===== src/rtl/cpu_datapath_pkg.sv =====
// datapath_pkg: shared width, bus-source priority order and ALU op encoding.
package datapath_pkg;
  localparam int WIDTH = 32;
  typedef enum logic [2:0] {
    SRC_PC   = 3'd0,
    SRC_MDR  = 3'd1,
    SRC_R2   = 3'd2,
    SRC_R3   = 3'd3,
    SRC_ZLO  = 3'd4,
    SRC_ZHI  = 3'd5,
    SRC_NONE = 3'd6
  } bus_src_e;
  localparam bus_src_e BUS_PRIO [0:5] = '{SRC_PC, SRC_MDR, SRC_R2, SRC_R3, SRC_ZLO, SRC_ZHI};
  typedef enum logic [1:0] {OP_NONE, OP_AND, OP_INC} alu_op_e;
endpackage


===== src/rtl/cpu_datapath_reg32.sv =====
// reg32: load-enabled register with synchronous active-low clear.
module reg32 #(
  parameter int W = 32
) (
  input  logic         clock,
  input  logic         clear,
  input  logic         en,
  input  logic [W-1:0] d,
  output logic [W-1:0] q
);
  always_ff @(posedge clock)
    if (!clear) q <= '0;
    else if (en) q <= d;
endmodule


===== src/rtl/cpu_datapath.sv =====
// cpu_datapath: shared-bus CPU datapath driven entirely by external control strobes.
module cpu_datapath
  import datapath_pkg::*;
#(
  parameter int WIDTH = datapath_pkg::WIDTH
) (
  input  logic               clock,
  input  logic               clear,
  input  logic [WIDTH-1:0]   Mdatain,
  input  logic               Read,
  input  logic               MDRin,
  input  logic               IRin,
  input  logic               Yin,
  input  logic               R1in,
  input  logic               R2in,
  input  logic               R3in,
  input  logic               HIin,
  input  logic               MARin,
  input  logic               PCin,
  input  logic               Zin,
  input  logic               PCout,
  input  logic               MDRout,
  input  logic               R2out,
  input  logic               R3out,
  input  logic               Zlowout,
  input  logic               ZHighout,
  input  logic               AND,
  input  logic               IncPc,
  output logic [WIDTH-1:0]   bus,
  output logic [WIDTH-1:0]   pc_q,
  output logic [WIDTH-1:0]   ir_q,
  output logic [WIDTH-1:0]   mar_q,
  output logic [WIDTH-1:0]   mdr_q,
  output logic [WIDTH-1:0]   y_q,
  output logic [WIDTH-1:0]   r1_q,
  output logic [WIDTH-1:0]   r2_q,
  output logic [WIDTH-1:0]   r3_q,
  output logic [WIDTH-1:0]   hi_q,
  output logic [2*WIDTH-1:0] z_q
);
  logic [5:0]         strobe;
  bus_src_e           src;
  alu_op_e            op;
  logic [2*WIDTH-1:0] c_d;
  logic [WIDTH-1:0]   mdr_d;
  logic               z_en;
  always_comb begin
    strobe = {ZHighout, Zlowout, R3out, R2out, MDRout, PCout};
    src = SRC_NONE;
    for (int i = 5; i >= 0; i--)
      if (strobe[BUS_PRIO[i]]) src = BUS_PRIO[i];
    bus = src == SRC_PC  ? pc_q :
          src == SRC_MDR ? mdr_q :
          src == SRC_R2  ? r2_q :
          src == SRC_R3  ? r3_q :
          src == SRC_ZLO ? z_q[WIDTH-1:0] :
          src == SRC_ZHI ? z_q[2*WIDTH-1:WIDTH] : '0;
  end
  always_comb begin
    op = AND ? OP_AND : IncPc ? OP_INC : OP_NONE;
    c_d = op == OP_AND ? {{WIDTH{1'b0}}, y_q & bus} :
          op == OP_INC ? {{WIDTH{1'b0}}, bus + WIDTH'(1)} : '0;
    mdr_d = Read ? Mdatain : bus;
    z_en = Zin | AND | IncPc;
  end
  reg32 #(.W(WIDTH)) u_pc  (.clock(clock), .clear(clear), .en(PCin),  .d(bus),   .q(pc_q));
  reg32 #(.W(WIDTH)) u_ir  (.clock(clock), .clear(clear), .en(IRin),  .d(bus),   .q(ir_q));
  reg32 #(.W(WIDTH)) u_mar (.clock(clock), .clear(clear), .en(MARin), .d(bus),   .q(mar_q));
  reg32 #(.W(WIDTH)) u_mdr (.clock(clock), .clear(clear), .en(MDRin), .d(mdr_d), .q(mdr_q));
  reg32 #(.W(WIDTH)) u_y   (.clock(clock), .clear(clear), .en(Yin),   .d(bus),   .q(y_q));
  reg32 #(.W(WIDTH)) u_r1  (.clock(clock), .clear(clear), .en(R1in),  .d(bus),   .q(r1_q));
  reg32 #(.W(WIDTH)) u_r2  (.clock(clock), .clear(clear), .en(R2in),  .d(bus),   .q(r2_q));
  reg32 #(.W(WIDTH)) u_r3  (.clock(clock), .clear(clear), .en(R3in),  .d(bus),   .q(r3_q));
  reg32 #(.W(WIDTH)) u_hi  (.clock(clock), .clear(clear), .en(HIin),  .d(bus),   .q(hi_q));
  reg32 #(.W(WIDTH)) u_zlo (.clock(clock), .clear(clear), .en(z_en),  .d(c_d[WIDTH-1:0]),       .q(z_q[WIDTH-1:0]));
  reg32 #(.W(WIDTH)) u_zhi (.clock(clock), .clear(clear), .en(z_en),  .d(c_d[2*WIDTH-1:WIDTH]), .q(z_q[2*WIDTH-1:WIDTH]));
endmodule


===== config.mk =====
export PLATFORM = sky130hd
export DESIGN_NAME = cpu_datapath
export DESIGN_NICKNAME = d
export VERILOG_FILES = /design/src/rtl/cpu_datapath_pkg.sv /design/src/rtl/cpu_datapath_reg32.sv /design/src/rtl/cpu_datapath.sv
export SDC_FILE = /design/constraint.sdc
export NUM_CORES = 1
export LEC_CHECK = 0
export CORE_MARGIN = 4
export CORE_UTILIZATION = 25
export CTS_BUF_LIST = sky130_fd_sc_hd__clkbuf_8
export DETAILED_ROUTE_END_ITERATION = 8
export SYNTH_ARGS = -nofsm -noshare
export SYNTH_HDL_FRONTEND = slang
export SYNTH_SLANG_ARGS = --single-unit

===== constraint.sdc =====
create_clock -name clock -period 9.9 [get_ports clock]
set_clock_uncertainty 0.05 [all_clocks]
set_input_delay 1.98 -clock clock [delete_from_list [all_inputs] [get_ports clock]]
set_output_delay 1.98 -clock clock [all_outputs]
set_load 0.1 [all_outputs]

==> parameters.txt, run 1 <==
Parameter                              Value

Clocking
  Total number of clock tree sinks ... 320
  Maximum buffer depth of the clock tree ... 3
  TritonCTS clock tree ... built
  Level count of the clock H-tree ... 2
  Worst skew pair latency ... 640 ps
  Clock-pin transition on the worst setup and hold timing paths ... 60 ps
  Clock buffer count from CTS ... 58
  Number of buffers added for setup after CTS ... 0
  Post-CTS resize count ... 0
  Hold buffers post-CTS ... 0
  CTS root buffer ... clkbuf_8

Timing
  Slew at the pin closest to its max-slew limit ... 1150 ps
  Setup repair after global routing missed its margin ... false
  Clock period minus final worst setup slack ... approximately 7900 ps
  Final Max Slew Viols ... 0
  Fin worst setup slack ... slightly above 2000 ps
  Hold slack final ... 432.1 ps
  Fraction of the cycle the final worst path needs ... 79.31%
  Final hold violations ... 0
  Total Negative Setup Slacks ... 0 ps
  Final setup violation count ... 0
  Top achievable clock speed ... 0.1274 GHz
  Rel. slew slack ... 23.07%

Setup path
  Destination of the worst register-to-register timing path ... u_zlo.q[19]$_SDFFE_PN0P_
  Peak per-stage delay on the critical path ... between 1000 and 1500 ps
  Critical path's slowest cell ... clkdlybuf4s50_1
  Critical path endpoint category ... primary output
  Launching element type of the critical path ... input port
  Critical path required time ... 7870 ps
  Category of the critical setup timing path ... in -> out
  Setup slack, reg-to-reg ... 6790 ps
  R2R Path Start ... u_mdr.q[4]$_SDFFE_PN0P_
  Maximum fanout count along the critical path ... 8
  CP cell instances ... clkdlybuf4s50_1, nor3b_2, a21oi_1, a21oi_1, buf_4, clkdlybuf4s50_1
  Worst Reg2Reg Path Length in Cells ... 9
  Arrival time worst endpoint ... roughly 5800 ps

Die
  Row count ... 86
  Overall die height ... 245.3 um
  Core footprint ... around 0.055 sq mm
  Boundary pin count ... 437
  Die area ... 0.06016 sq mm
  Die width ... 245.3 um
  Starting density of the core ... 25.40%

Power
  Peak supply drop ... 103.5 uV
  Switching Share ... 39.51%
  Pleak ... 0.007872 uW
  Switching pwr ... 1540 uW
  Clk network pwr share ... 33.9%
  Areal power density over the cells ... 196.5 mW/mm^2
  Overall power of the completed layout ... slightly below 4000 uW
  Part of the total power dissipated in combinational logic ... approximately 30%
  Part of the power in registers ... 36.1%
  Internal portion of total power ... between 2000 and 2500 uW

Drt
  Number of nets with antenna violations after detailed routing ... 0
  Mean number of vias per cell ... 4.841
  Post-detailed-routing wire length ... 61,280 um
  Mean routed wirelength per cell ... 22.85 um
  Number of remaining DRC errors ... 0
  First drt pass iteration count ... 5
  Vias after detailed routing ... 12,980
  Number of DRC violations after detailed-routing iteration 0 ... 682

GRT
  Global-route usage over all layers ... 19.47%
  Number of antenna violations at the first check in global routing ... 5
  First-pass GRT wire length ... 88,490 um
  Pin count of the biggest net entering global routing ... between 150 and 200
  Via count of the first global-routing pass ... 12,930
  Global route overflow ... 0

Place
  Worst slack at placement ... 1903 ps
  Number of port buffers ... 403
  DP HPWL ... 40,810 um
  Routability Congestion ... a little under 0.8

Min path
  Number of cells on the worst hold path ... 2
  Source of the worst hold timing path ... u_zlo.q[3]$_SDFFE_PN0P_
  Path category of the worst min-delay check ... reg -> reg
  End point of the worst hold path ... u_zlo.q[3]$_SDFFE_PN0P_

Job
  Max-cap violations ... 0

Synthesis
  Sequential element share of the synthesized area ... between 40% and 50%
  Ys Warns ... 0
  Syn Inst Count ... roughly 1,500
  Area of the mapped netlist ... around 0.014 sq mm
  Avg Cell Area, Syn ... 9.199 sq um
  Most used flip-flop cell after synthesis ... dfxtp_1
  Count of unique library cells instantiated by Yosys ... 69
  Number of enable flip-flop cells after synthesis ... 0
  Share of flip-flops with an asynchronous set or reset ... 0%
  Synthesized flop and latch total ... 320

Outcome
  Result of the run ... complete, no violations

Layout
  Area growth from synthesis to layout ... 40.88%
  Most frequent standard cell in the layout excluding fill and tap cells ... clkdlybuf4s50_1
  Number of nets in the layout ... between 1,500 and 2,000
  Number of fillers in the final layout ... 5,659
  Commonest cells after routing, fill and taps aside ... 386 x clkdlybuf4s50_1, 320 x dfxtp_1, 311 x nor2_1
  Layout cell share with drive strength beyond 1 ... under 10%
  Antenna cells ... 0
## state kept, by name, summed over array words and instances (netlist names)
signal,flops
u_mdr.q,32
u_pc.q,32
u_mar.q,32
u_y.q,32
u_r1.q,32
u_hi.q,32
u_r2.q,32
u_r3.q,32
u_ir.q,32
u_zlo.q,32
## cell type report
type                            instances  area [sq um]  area share [%]
Clock buffer                           71         977.2           4.928
Multi-Input combinational cell       1041          6835           34.47
Clock inverter                         24         212.7           1.073
Tap cell                              748         935.9           4.720
Sequential cell                       320          6406           32.31
Timing Repair Buffer                  458          4379           22.08
Inverter                               20         82.58          0.4165
## metrics by stage
| stage | area, sq um | cells | utilization [%] |
|---|---|---|---|
| 6_report | 19830 | 2682 | 35.78 |
| 5_1_grt | 19830 | 2682 | 35.78 |
| 4_1_cts | 19830 | 2682 | 35.78 |
| 3_5_place_dp | 18640 | 2587 | 33.64 |
| 3_3_place_gp | 18640 | 2587 | 33.64 |
| 2_1_floorplan | 14190 | 1561 | - |
## worst max path at each step
| stage | from | endpoint | slack, ps | cells after the start |
|---|---|---|---|---|
| final | Zlowout | bus[21] | 2050 | 6 |
| after floorplan | R3out | bus[30] | 3540 | 9 |
| after global routing | Zlowout | bus[21] | 1820 | 6 |
| after detailed placement | Zlowout | bus[21] | 1900 | 6 |
| after CTS | Zlowout | bus[21] | 1880 | 6 |
| after global placement | Zlowout | bus[8] | 1970 | 6 |
## layer usage
layer,wire length (um),GRT usage [%],vias up
met1,26090,25.01,6320
met4,1632,5.907,8
met2,28270,31.50,509
met5,49,0,-
li1,-,-,6047
met3,5232,5.932,100
## power groups by stage
stage                     Sequential, uW  Combinational [uW]  Clock, uW
after floorplan                     1910                 396          0
after global placement              1430                1160          0
after detailed placement            1430                1170          0
after CTS                           1410                1170       1360
after global routing                1420                1210       1410
final                               1410                1170       1320
## critical path: cells and delay by family
kind,cells,cell delay (ps)
AND/OR/NAND/NOR,1,760
buffers and inverters,3,2330
AO/OA/AOI/OAI,2,730
## kinds of logic (layout without fill, tap and decap cells)
| logic type | Yosys count | after routing | synth area share [%] |
|---|---|---|---|
| AOI/OAI and AO/OA | 267 | 267 | 13.69 |
| xor gates and xnor gates | 17 | 17 | 1.058 |
| adders and majority gates | 1 | 1 | 0.08888 |
| buffers and inverters | 200 | 573 | 6.863 |
| DFF | 320 | 320 | 45.52 |
| muxes | 247 | 247 | 17.57 |
| other | 1 | 32 | 0.02664 |
| and+or+nand+nor | 477 | 477 | 15.19 |
## synthesized netlist by cell type (9+ instances only)
cell type / count / area [sq um]
a32oi_1: 21 / 183.9
buf_4: 44 / 330.3
clkbuf_1: 95 / 356.6
xor2_1: 13 / 113.9
a31oi_1: 16 / 100.1
a211oi_1: 68 / 510.5
a2111oi_0: 9 / 78.83
a21oi_1: 41 / 205.2
mux2i_1: 247 / 2472
nand3_1: 12 / 60.06
and2_1: 10 / 62.56
nand2b_1: 16 / 100.1
nand2_1: 63 / 236.5
inv_1: 17 / 63.81
nor2_1: 312 / 1171
buf_1: 26 / 97.59
buf_2: 10 / 50.05
a221oi_1: 13 / 113.9
dfxtp_1: 320 / 6406
and3b_1: 9 / 78.83
o21ai_0: 31 / 155.2
No activity file was read; power rests on OpenSTA's default activity.
==> run 2, diff against run 1 <==
==> constraint.sdc (replaced) <==
create_clock -name clock -period 8.2 [get_ports clock]
set_clock_uncertainty 0.05 [all_clocks]
set_input_delay 1.64 -clock clock [delete_from_list [all_inputs] [get_ports clock]]
set_output_delay 1.64 -clock clock [all_outputs]
set_load 0.1 [all_outputs]
==> parameters.txt, run 2 (synthesis results as in run 1) <==
Parameter                              Value

Outcome
  Result of the run ... complete, no violations

GRT
  Global route overflow ... 0 (unchanged)
  Via count of the first global-routing pass ... 12,970 (+0.34%)
  Number of antenna violations at the first check in global routing ... 7 (+2)
  Global-route usage over all layers ... 19.49% (about the same)
  First-pass GRT wire length ... 88,460 um (about the same)
  Pin count of the biggest net entering global routing ... 137 (-24%)

Setup path
  Launching element type of the critical path ... input port
  Arrival time worst endpoint ... 4810 ps (-1010 ps)
  Maximum fanout count along the critical path ... 22 (+14)
  Critical path endpoint category ... primary output
  Critical path required time ... 6510 ps (-1360 ps)
  Category of the critical setup timing path ... in -> out

Drt
  Mean number of vias per cell ... 4.876 (+0.71%)
  Number of remaining DRC errors ... 0 (unchanged)
  First drt pass iteration count ... 5 (unchanged)
  Mean routed wirelength per cell ... 22.96 um (+0.48%)
  Vias after detailed routing ... 13,090 (+0.79%)
  Post-detailed-routing wire length ... 61,620 um (+0.56%)
  Number of nets with antenna violations after detailed routing ... 0 (unchanged)
  Number of DRC violations after detailed-routing iteration 0 ... 809 (+19%)

Layout
  Antenna cells ... 0 (unchanged)
  Number of nets in the layout ... 1,958 (+0.26%)
  Area growth from synthesis to layout ... 39.98%
  Post-Layout Cell Count ... 2,684 (+0.075%)
  Commonest cells after routing, fill and taps aside ... 359 x clkdlybuf4s50_1, 320 x dfxtp_1, 311 x nor2_1
  Layout cell share with drive strength beyond 1 ... 10.85% (+1.3 points)
  Most frequent standard cell in the layout excluding fill and tap cells ... clkdlybuf4s50_1
  Number of fillers in the final layout ... 5,645 (-0.25%)
  End-of-flow core utilization ... 35.55% (-0.23 points)

Timing
  Slew at the pin closest to its max-slew limit ... 1132 ps (-18.47 ps)
  Setup repair after global routing missed its margin ... false
  Fin worst setup slack ... 1700 ps (-348.4 ps)
  Hold slack final ... 432.9 ps (+0.7980 ps)
  Final Max Slew Viols ... 0 (unchanged)
  Final hold violations ... 0 (unchanged)
  Fraction of the cycle the final worst path needs ... slightly below 80%
  Final setup violation count ... 0 (unchanged)
  Clock period minus final worst setup slack ... roughly 6500 ps
  Top achievable clock speed ... 0.1539 GHz
  Total Negative Setup Slacks ... 0 ps (unchanged)
  Rel. slew slack ... 24.31% (+1.2 points)

Place
  Placed Cells ... 2,592 (+0.19%)
  DP HPWL ... 41,520 um (+1.7%)
  Number of port buffers ... 403 (unchanged)
  Worst slack at placement ... 1731 ps (-172.4 ps)
  Routability Congestion ... 0.7773 (+0.36%)

Job
  Max-cap violations ... 0 (unchanged)

Clocking
  Clock buffer count from CTS ... 58 (unchanged)
  CTS root buffer ... clkbuf_8
  Maximum buffer depth of the clock tree ... 3 (unchanged)
  Hold buffers post-CTS ... 0 (unchanged)
  Level count of the clock H-tree ... 2 (unchanged)
  Worst skew pair latency ... 650 ps (about the same)
  Number of buffers added for setup after CTS ... 0 (unchanged)
  Post-CTS resize count ... 0 (unchanged)
  Clock-pin transition on the worst setup and hold timing paths ... 60 ps (about the same)
  TritonCTS clock tree ... built
  Total number of clock tree sinks ... 320 (unchanged)

Die
  Boundary pin count ... 437 (unchanged)
  Core footprint ... 0.05542 sq mm (unchanged)
  Die width ... 245.3 um (unchanged)
  Die area ... 0.06016 sq mm (unchanged)
  Row count ... 86 (unchanged)
  Starting density of the core ... 25.40% (unchanged)
  Overall die height ... 245.3 um (unchanged)

Power
  Pleak ... 0.007903 uW (+0.39%)
  Areal power density over the cells ... 233.8 mW/mm^2 (+19%)
  Peak supply drop ... 130.0 uV (+26%)

Min path
  Path category of the worst min-delay check ... reg -> reg
==> run 2: cell types whose count changed in the layout (fill, tap and decap cells not counted), sizes merged <==
cell	delta
buf	+32
clkdlybuf4s50	-27
clkinv	-5
inv	+5
bufinv	-3
clkbuf	+1
clkinvlp	-1
==> run 2: cell type report <==
| class | instances | area [sq um] | area share, % |
|---|---|---|---|
| Multi-Input combinational cell | 1041 | 6835 | 34.69 |
| Sequential cell | 320 | 6406 | 32.52 |
| Timing Repair Buffer | 463 | 4337 | 22.01 |
| Clock buffer | 72 | 991.0 | 5.030 |
| Tap cell | 748 | 935.9 | 4.750 |
| Clock inverter | 20 | 113.9 | 0.5779 |
| Inverter | 20 | 82.58 | 0.4192 |
==> run 2: layer usage <==
metal | GRT usage, % | vias up | wire (um)
li1 | - | 6053 | -
met4 | 6.796 | 8 | 2015
met1 | 25.58 | 6420 | 26920
met2 | 30.82 | 491 | 27760
met3 | 5.407 | 114 | 4875
met5 | 0 | - | 50
==> run 2: worst paths after layout <==
| kind | from | endpoint | cells after the start | slack [ps] |
|---|---|---|---|---|
| setup reg to reg | u_zlo.q[12]$_SDFFE_PN0P_ | u_zlo.q[19]$_SDFFE_PN0P_ | 8 | 4890 |
| hold reg to reg | u_mar.q[27]$_SDFFE_PN0P_ | u_mar.q[27]$_SDFFE_PN0P_ | 2 | 430 |
| hold / removal | u_mar.q[27]$_SDFFE_PN0P_ | u_mar.q[27]$_SDFFE_PN0P_ | 2 | 430 |
| setup / recovery | R2out | bus[23] | 5 | 1700 |
==> run 2: critical path, stage by stage <==
cell,delay [ps]
buf_2,390
inv_2,450
o311ai_0,990
a21oi_2,270
clkdlybuf4s50_1,1040
==> run 2: through the flow <==
stage	instance area (sq um)	total power [uW]
after global routing	19700	4784
after CTS	19700	4664
final	19700	4607
after global placement	18600	3131
after detailed placement	18600	3143
after floorplan	14190	2787
==> run 2: power breakdown <==
| group | switching, uW | internal [uW] |
|---|---|---|
| logic | 1100 | 305 |
| clock network | 691 | 808 |
| registers | 60.6 | 1640 |
| total | 1850 | 2750 |
